`src/rtl/vram_arbiter.sv`:
```
// ============================================================================
//  Module      : vram_arbiter
//  Description : Single-port VRAM arbiter between a renderer and an MPU.
//                One access per clock, fixed renderer priority, registered
//                VRAM strobes and one-cycle grant pulses. Read data returns
//                one cycle after the grant together with an rvalid pulse.
//  Ports       : clk, reset           - clock, async active-high reset
//                ren_* / mpu_*        - requester ports (req, wr, be, addr,
//                                       wdata in; gnt, rdata, rvalid out)
//                vram_*               - VRAM strobes, be, addr, write data,
//                                       read data in
//  Options     : VRAM_ARB_STARVE_GUARD_EN - when defined, the MPU is forced
//                in after MAX_REN_BURST renderer grants taken while it waits.
//  Revision    : 1.0 - initial release
// ============================================================================
`default_nettype none

module vram_arbiter #(
  parameter int ADDR_WIDTH    = 16,
  parameter int DATA_WIDTH    = 16,
  parameter int MAX_REN_BURST = 8
) (
  input  logic                  clk,
  input  logic                  reset,
  input  logic                  ren_req,
  input  logic                  ren_wr,
  input  logic [1:0]            ren_be,
  input  logic [ADDR_WIDTH-1:0] ren_addr,
  input  logic [DATA_WIDTH-1:0] ren_wdata,
  output logic                  ren_gnt,
  output logic [DATA_WIDTH-1:0] ren_rdata,
  output logic                  ren_rvalid,
  input  logic                  mpu_req,
  input  logic                  mpu_wr,
  input  logic [1:0]            mpu_be,
  input  logic [ADDR_WIDTH-1:0] mpu_addr,
  input  logic [DATA_WIDTH-1:0] mpu_wdata,
  output logic                  mpu_gnt,
  output logic [DATA_WIDTH-1:0] mpu_rdata,
  output logic                  mpu_rvalid,
  output logic                  vram_en,
  output logic                  vram_rd,
  output logic                  vram_wr,
  output logic [1:0]            vram_be,
  output logic [ADDR_WIDTH-1:0] vram_addr,
  output logic [DATA_WIDTH-1:0] vram_data_out,
  input  logic [DATA_WIDTH-1:0] vram_data_in
);

  typedef enum logic [1:0] {
    S_IDLE = 2'd0,
    S_REN  = 2'd1,
    S_MPU  = 2'd2
  } state_t;

  state_t r_state;
  // Cleared by reset, set at the first edge afterwards: keeps the first edge
  // after release free of grants so arbitration restarts from a clean cycle.
  logic   r_armed;
  logic   w_mpu_force;
  logic   w_ren_win;
  logic   w_mpu_win;

`ifdef VRAM_ARB_STARVE_GUARD_EN
  localparam int CNT_W = $clog2(MAX_REN_BURST + 1);
  logic [CNT_W-1:0] r_starve_cnt;

  assign w_mpu_force = mpu_req && (r_starve_cnt == CNT_W'(MAX_REN_BURST));

  // Counts renderer grants taken while the MPU is waiting.
  always_ff @(posedge clk or posedge reset) begin
    if (reset) begin
      r_starve_cnt <= '0;
    end else if (!mpu_req || w_mpu_win) begin
      r_starve_cnt <= '0;
    end else if (w_ren_win) begin
      r_starve_cnt <= r_starve_cnt + 1'b1;
    end
  end
`else
  assign w_mpu_force = 1'b0;
`endif

  assign w_ren_win = r_armed && ren_req && !w_mpu_force;
  assign w_mpu_win = r_armed && mpu_req && !w_ren_win;

  always_ff @(posedge clk or posedge reset) begin
    if (reset) begin
      r_state       <= S_IDLE;
      r_armed       <= 1'b0;
      ren_gnt       <= 1'b0;
      ren_rdata     <= '0;
      ren_rvalid    <= 1'b0;
      mpu_gnt       <= 1'b0;
      mpu_rdata     <= '0;
      mpu_rvalid    <= 1'b0;
      vram_en       <= 1'b0;
      vram_rd       <= 1'b0;
      vram_wr       <= 1'b0;
      vram_be       <= '0;
      vram_addr     <= '0;
      vram_data_out <= '0;
    end else begin
      r_armed <= 1'b1;

      // The edge that ends a read cycle captures VRAM data for its owner.
      ren_rvalid <= (r_state == S_REN) && vram_rd;
      mpu_rvalid <= (r_state == S_MPU) && vram_rd;
      if ((r_state == S_REN) && vram_rd) ren_rdata <= vram_data_in;
      if ((r_state == S_MPU) && vram_rd) mpu_rdata <= vram_data_in;

      if (w_ren_win) begin
        r_state       <= S_REN;
        ren_gnt       <= 1'b1;
        mpu_gnt       <= 1'b0;
        vram_en       <= 1'b1;
        vram_wr       <= ren_wr;
        vram_rd       <= !ren_wr;
        vram_be       <= ren_be;
        vram_addr     <= ren_addr;
        vram_data_out <= ren_wr ? ren_wdata : '0;
      end else if (w_mpu_win) begin
        r_state       <= S_MPU;
        ren_gnt       <= 1'b0;
        mpu_gnt       <= 1'b1;
        vram_en       <= 1'b1;
        vram_wr       <= mpu_wr;
        vram_rd       <= !mpu_wr;
        vram_be       <= mpu_be;
        vram_addr     <= mpu_addr;
        vram_data_out <= mpu_wr ? mpu_wdata : '0;
      end else begin
        // Address deliberately holds its last value while idle.
        r_state       <= S_IDLE;
        ren_gnt       <= 1'b0;
        mpu_gnt       <= 1'b0;
        vram_en       <= 1'b0;
        vram_wr       <= 1'b0;
        vram_rd       <= 1'b0;
        vram_be       <= '0;
        vram_data_out <= '0;
      end
    end
  end

endmodule

`default_nettype wire

```
`config.mk`:
```
export PLATFORM = sky130hd
export DESIGN_NAME = vram_arbiter
export DESIGN_NICKNAME = d
export VERILOG_FILES = /design/src/rtl/vram_arbiter.sv
export SDC_FILE = /design/constraint.sdc
export NUM_CORES = 1
export LEC_CHECK = 0
export ABC_AREA = 1
export BUFFER_PORTS_ARGS = -buffer_cell sky130_fd_sc_hd__buf_2
export CAP_MARGIN = 0
export CORE_MARGIN = 2
export CORE_UTILIZATION = 42
export CTS_BUF_LIST = sky130_fd_sc_hd__clkbuf_4
export CTS_CLUSTER_SIZE = 40
export DETAILED_ROUTE_END_ITERATION = 6
export HOLD_SLACK_MARGIN = 0.15
export PLACE_DENSITY_LB_ADDON = 0.12
export SYNTH_ARGS = -nofsm -noshare
export SYNTH_HDL_FRONTEND = slang
export SYNTH_SLANG_ARGS = --single-unit
```
`constraint.sdc`:
```
create_clock -name clk -period 2.3 [get_ports clk]
set_clock_uncertainty 0.2 [all_clocks]
set_input_delay 0.115 -clock clk [delete_from_list [all_inputs] [get_ports clk]]
set_output_delay 0.115 -clock clk [all_outputs]
set_load 0.01 [all_outputs]
```
==> summary.md, run 1 <==
| Metric | Value |
|---|---|
| Status | `finished, final reports clean` |
| Syn_area_per_cell | `9.086 um^2` |
| Power share of the clock group | `0.241` |
| Hpwl dp | `5.228 mm` |
| Design area | `0.005199 mm^2` |
| CP Launch Type | `flop` |
| Synth top area share | `0.5925` |
| Crit Path Class | `reg2reg` |
| Vias in the first global route | `3451` |
| Max Cap Viol | `0` |
| Ant diodes | `0` |
| RSZ-0062 raised after global routing | `no` |
| Top FF cell, synth | `dfrtp_1` |
| Drt total wl | `9.717 mm` |
| HP Start | `ren_req` |
| CTS Buf Count | `9` |
| Die W | `90.27 um` |
| GRT Total Usage | `0.2470` |
| Sw Ratio | `0.3091` |
| Synth cell count leaders | `nand2_1, dfrtp_1, nand3_1, o21ai_0, inv_1` |
| Layout area overhead | `66.33%` |
| Endpoint of the worst hold path | `vram_wr$_DFF_PP0_` |
| Delay-heaviest family, CP | `buffers and inverters` |
| Layout net count | `703` |
| Top cells by area, synth | `dfrtp_1, nand2_1, nand3_1, o21ai_0, buf_6` |
| Met3 routed WL | `723 um` |
| Flop pwr share | `0.493` |
| Cells on worst reg2reg path | `6` |
| Post-layout util | `0.7206` |
| Period utilisation layout | `0.8887` |
| Final Hold Viols | `0` |
| Layout cell share with drive strength beyond 1 | `0.3058` |
| CP Data Required Time | `2.47 ns` |
| Leading area contributor after synthesis | `dfrtp_1` |
| DRT met1 WL | `3.934 mm` |
| CTS H-tree depth | `3` |
| Row count | `31` |
| Critical Path, Cell by Cell | `buf_4 > nand2_8 > nor2_8 > nand2_1 > dlygate4sd3_1 > nand2_1` |
| HP Class | `in2reg` |
| Power Density | `631.7 mW/mm^2` |
| Root buf cell | `clkbuf_4` |
| Hold slack | `0.1857 ns` |
| Met2 WL | `4.691 mm` |
| Hold Path Stages | `3` |
| CTS tree | `built` |
| Port Buffer Count | `162` |
| Total leakage power | `2.887 nW` |
| Core Region | `0.007214 mm^2` |
| Post-CTS setup buffer count | `0` |
| Reg clk slew, reported paths | `0.13 ns` |
| Mapped Nets | `434` |
| Setup violations, final | `0` |
| Pin count of the biggest net entering global routing | `47` |
| Sequential fraction of the synthesis area | `0.5925` |
| Placed Area | `0.003960 mm^2` |
| Average wire per standard cell | `13.55 um` |
| Die height | `90.27 um` |
| DRT iter0 DRCs | `93` |
| DR top layer | `met4` |
| CTS Buffer Depth | `2` |
| Number of synthesized register bits | `74` |
| Setup TNS | `0 ns` |
| Post-synth EDFFs | `0` |
| Slowest cell on the critical path | `dlygate4sd3_1` |
| Starting Density | `0.4332` |
| Overflow after GRT | `0` |
| Reg-to-reg critical path startpoint | `r_armed$_DFF_PP0_` |
| Die area | `0.008148 mm^2` |
| Most common cell type on the critical path | `nand2_1` |
| Max FO, Critical Path | `37` |
| Pre-antenna DRT Iters | `5` |
| Remaining DRCs | `0` |
| Internal power | `0.002269 W` |
| Avg Vias per Cell | `4.689` |
| Setup crit end kind | `flop` |
| Mapped Cells | `344` |
| Clk_lat worst skew | `0.41 ns` |
| Worst EP arrival | `2.21 ns` |
| Clk sinks | `74` |
| Min cycle time layout | `2.044 ns` |
| Synthesized area | `0.003125 mm^2` |
| Yosys warnings | `0` |
| CP Buf/Inv Count | `2` |
| Max IR drop VDD | `0.0002633 V` |
| Count leader, synth | `nand2_1` |
| Switching power | `0.001015 W` |
| Max-slew violations | `0` |
| Final ANT Viol Nets | `0` |
| Fmax | `489.2 MHz` |
| CP max stage delay | `0.59 ns` |
| First-pass GRT wire length | `15.97 mm` |
| Post-CTS Resized | `0` |
| Reg2reg setup slack | `0.26 ns` |
| Reg-to-reg endpoint | `vram_data_out[10]$_DFF_PP0_` |
| Fraction of registers with async set or reset after synthesis | `1.000` |
| Combinational share of power | `0.266` |
| Initial antenna violation count | `0` |
| I/O pin count | `163` |
| Unique masters post-synth | `14` |
| DR vias | `3362` |
| Final RePlAce weighted congestion | `0.7888` |
[worst max-delay path by stage]
stage / start / endpoint / cells past startpoint
floorplan: reset / mpu_gnt$_DFF_PP0_ / 1
global placement: ren_req / vram_data_out[1]$_DFF_PP0_ / 5
detailed placement: ren_req / vram_data_out[12]$_DFF_PP0_ / 5
CTS: r_armed$_DFF_PP0_ / vram_data_out[3]$_DFF_PP0_ / 6
global route: r_armed$_DFF_PP0_ / vram_data_out[4]$_DFF_PP0_ / 6
finish: r_armed$_DFF_PP0_ / vram_data_out[10]$_DFF_PP0_ / 6
[per-stage QoR]
stage                     instances  setup WS (ns)  total power [W]
after floorplan                 344         0.1034         0.002017
after global placement          591         0.8899         0.002350
after detailed placement        591         0.8389         0.002364
after CTS                       717         0.3121         0.003287
after global routing            717         0.1452         0.003473
final                           717         0.2559         0.003284
[layout make-up]
type / count / area (um^2)
clock buffers: 9 / 67.56
clock inverters: 7 / 70.07
fillers: 530 / 2016
inverters: 24 / 90.09
multi-input cells: 226 / 1026
flip-flops and latches: 74 / 1852
well taps: 99 / 123.9
repair buffers: 278 / 1969
[cells in the final DEF (no fill, tap or decap), drive strengths merged]
cell / count
dfrtp: 74
bufinv: 1
buf: 168
clkinvlp: 3
nand2: 139
nand3: 50
nor2: 2
conb: 1
clkinv: 3
dlygate4sd3: 110
inv: 24
clkbuf: 9
o21ai: 34
[per-layer routing]
| metal | GRT usage | vias to the layer above |
|---|---|---|
| met5 | 0 | - |
| met4 | 0.1282 | 0 |
| met3 | 0.05927 | 32 |
| met2 | 0.4135 | 160 |
| met1 | 0.2970 | 1546 |
| li1 | - | 1624 |
[worst min-delay path, cell delays in order]
cell	delay [ns]
buf_2	0.25
nand2_8	0.29
o21ai_1	0.09
[cell families after synthesis]
group | share of synthesized area
and+or+nand+nor | 0.2726
DFF | 0.5925
AOI/OAI and AO/OA | 0.05444
buffers and inverters | 0.07926
other | 0.001200
[sequential cells by signal (all words and copies together), names as in the netlist]
signal,count
mpu_rdata,16
vram_addr,16
ren_rdata,16
r_armed,1
vram_wr,1
vram_be,2
mpu_rvalid,1
ren_rvalid,1
vram_data_out,16
mpu_gnt,1
r_state,1
vram_en,1
vram_rd,1
[what timing repair did]
action                                  in CTS  in global routing
endpoints found under the setup margin       0                  0
hold buffers                               110                  0
hold endpoints to repair                   144                  0
[power groups by stage]
stage / combinational, W / sequential [W] / clock [W]
detailed placement: 0.000723 / 0.00164 / 0
finish: 0.000874 / 0.00162 / 0.000791
global route: 0.000966 / 0.00165 / 0.000861
CTS: 0.000864 / 0.00162 / 0.000806
floorplan: 0.000271 / 0.00175 / 0
global placement: 0.000712 / 0.00164 / 0
Note: power is estimated with default switching activity, not from simulation.
==> run 2: changes to the inputs <==
==> constraint.sdc (replaced) <==
create_clock -name clk -period 2.3 [get_ports clk]
set_clock_uncertainty 0.2 [all_clocks]
set_input_delay 0.46 -clock clk [delete_from_list [all_inputs] [get_ports clk]]
set_output_delay 0.46 -clock clk [all_outputs]
set_load 0.01 [all_outputs]
==> run 2 against run 1 <==
Sequential power about the same. Power up 4.3%. Die area unchanged. Utilization down 5.2 points. Non-clock buffer count down 43. Critical path type unchanged. Critical endpoint is now vram_data_out[12]$_DFF_PP0_. Largest cell class is now flip-flops and latches.
==> summary.md, run 2 (same netlist as run 1, synthesis figures left out) <==
| Metric | Value |
|---|---|
| Most frequent cells in the layout | `buf_2, nand2_1, dfrtp_1` |
| Critical Path Start | `r_armed$_DFF_PP0_` |
| Fmax | `475.0 MHz (-2.9%)` |
| Row count | `31 (unchanged)` |
| Total leakage power | `2.813 nW (-2.6%)` |
| Commonest non-fill, non-tap cell in the layout | `buf_2` |
| Layout net count | `660 (-6.1%)` |
| Critical Path, Cell by Cell | `nand2_8 > nor2_8 > nand2_1 > nand2_1 > dlygate4sd3_1` |
| I/O pin count | `163 (unchanged)` |
| Slowest cell on the critical path | `dfrtp_1` |
| Vias in the first global route | `3087 (-11%)` |
| Final Hold Viols | `0 (unchanged)` |
| Remaining DRCs | `0 (unchanged)` |
| CTS Buf Count | `9 (unchanged)` |
| Port Buffer Count | `162 (unchanged)` |
| Cells on worst reg2reg path | `5 (-1)` |
| Initial antenna violation count | `0 (unchanged)` |
| Drt total wl | `8.253 mm (-15%)` |
| DR vias | `3118 (-7.3%)` |
| Max FO, Critical Path | `37 (unchanged)` |
| Reg2reg setup slack | `0.19 ns (-0.06 ns)` |
| Hold Path Stages | `5 (+2)` |
| CP endpoint | `vram_data_out[12]$_DFF_PP0_` |
| Setup TNS | `0 ns (unchanged)` |
| HP Class | `in2reg` |
| Hpwl dp | `5.241 mm (+0.25%)` |
| Max-slew violations | `0 (unchanged)` |
| Post-CTS Resized | `0 (unchanged)` |
| Tot Pwr | `0.003425 W (+4.3%)` |
| Reg-to-reg endpoint | `vram_data_out[12]$_DFF_PP0_` |
| DRT iter0 DRCs | `116 (+25%)` |
| Clk_lat worst skew | `0.38 ns (-0.03 ns)` |
| Pre-antenna DRT Iters | `4 (-1)` |
| Reg clk slew, reported paths | `0.12 ns (about the same)` |
| Layout cell share with drive strength beyond 1 | `0.3287 (+0.02287)` |
| Reg-to-reg critical path startpoint | `r_armed$_DFF_PP0_` |
| Min cycle time layout | `2.105 ns (+0.06101 ns)` |
| Die height | `90.27 um (unchanged)` |
| GRT Total Usage | `0.2108 (-0.03619)` |
| CTS H-tree depth | `3 (unchanged)` |
| Overflow after GRT | `0 (unchanged)` |
| RSZ-0062 raised after global routing | `no` |
| Setup crit end kind | `flop` |
| Die W | `90.27 um (unchanged)` |
| Crit Path Class | `reg2reg` |
| Clk sinks | `74 (unchanged)` |
| Status | `finished, final reports clean` |
| CP max stage delay | `0.58 ns (about the same)` |
| Max IR drop VDD | `0.0002961 V (+12%)` |
| Final ANT Viol Nets | `0 (unchanged)` |
| CP Data Required Time | `2.43 ns (-0.04 ns)` |
| Starting Density | `0.4332 (unchanged)` |
| Power Density | `710.2 mW/mm^2 (+12%)` |
| First-pass GRT wire length | `13.96 mm (-13%)` |
| Max Cap Viol | `0 (unchanged)` |
| Worst EP arrival | `2.23 ns (+0.02 ns)` |
| Ant diodes | `0 (unchanged)` |
| Core Region | `0.007214 mm^2 (unchanged)` |
| Root buf cell | `clkbuf_4` |
| CTS Buffer Depth | `2 (unchanged)` |
| Pin count of the biggest net entering global routing | `75 (+60%)` |
| Period utilisation layout | `0.9153 (+0.02653)` |
| Most common cell type on the critical path | `nand2_1` |
| Final RePlAce weighted congestion | `0.7253 (-8.1%)` |
| Fillers | `635 (+20%)` |
| CP Launch Type | `flop` |
| CTS tree | `built` |
| Avg Vias per Cell | `4.626 (-1.3%)` |
| Die area | `0.008148 mm^2 (unchanged)` |
| Layout area overhead | `54.28%` |
| Setup violations, final | `0 (unchanged)` |
| Average wire per standard cell | `12.24 um (-9.6%)` |
## run 2: how the worst min path moves through the flow
| stage | from | end | slack [ns] |
|---|---|---|---|
| after floorplan | mpu_rdata[0]$_DFFE_PP0P_ | mpu_rdata[0]$_DFFE_PP0P_ | 0.32 |
| after global placement | mpu_rdata[0]$_DFFE_PP0P_ | mpu_rdata[0]$_DFFE_PP0P_ | 0.26 |
| after detailed placement | ren_rdata[7]$_DFFE_PP0P_ | ren_rdata[7]$_DFFE_PP0P_ | 0.27 |
| after CTS | mpu_addr[13] | vram_addr[13]$_DFFE_PP0P_ | 0.15 |
| after global routing | mpu_addr[6] | vram_addr[6]$_DFFE_PP0P_ | 0.18 |
| final | ren_addr[2] | vram_addr[2]$_DFFE_PP0P_ | 0.18 |
## run 2: timing repair
item / 4_1_cts / 5_1_grt
hold buffers: 68 / 0
buffers inserted: 0 / 0
hold endpoints to repair: 138 / 0
## run 2: metal layers
layer | GRT usage | up-vias | part of all wire
met2 | 0.3571 | 121 | 0.49
met5 | 0 | - | 0
met4 | 0.08205 | 0 | 0.010
met1 | 0.2635 | 1455 | 0.43
li1 | - | 1533 | -
met3 | 0.04758 | 9 | 0.064
## run 2: per-stage QoR
stage / hold WS [ns] / std cells / setup WS [ns] / utilization / instance area (um^2)
detailed placement: 0.2696 / 590 / 0.6453 / 0.5484 / 3956
floorplan: 0.3187 / 344 / 0.8141 / - / 3129
global route: 0.1800 / 674 / 0.09853 / 0.6684 / 4822
global placement: 0.2640 / 590 / 0.6861 / 0.5484 / 3956
CTS: 0.1509 / 674 / 0.2339 / 0.6684 / 4822
finish: 0.1782 / 674 / 0.1949 / 0.6684 / 4822
## run 2: final cells by class
type | instances | area (um^2) | share of cell area
timing repair buffer | 235 | 1541 | 0.3197
multi-input combinational | 226 | 1026 | 0.2128
sequential | 74 | 1852 | 0.3840
clock buffer | 11 | 82.58 | 0.01713
inverter | 24 | 93.84 | 0.01946
tap | 99 | 123.9 | 0.02569
clock inverter | 5 | 102.6 | 0.02128
## run 2: worst max-delay path: cells and delay by family (launching register included)
kind | cells | cell delay, ns
simple gates | 4 | 0.71
flops | 1 | 0.58
buf+inv | 1 | 0.55
## run 2: power by group
| part | total, W | leakage (nW) | switching (W) | internal [W] |
|---|---|---|---|---|
| registers | 0.00162 | 0.920 | 0.000108 | 0.00151 |
| clock network | 0.00100 | 0.0971 | 0.000428 | 0.000574 |
| logic | 0.000802 | 1.80 | 0.000421 | 0.000381 |
| total | 0.00342 | 2.81 | 0.000958 | 0.00247 |
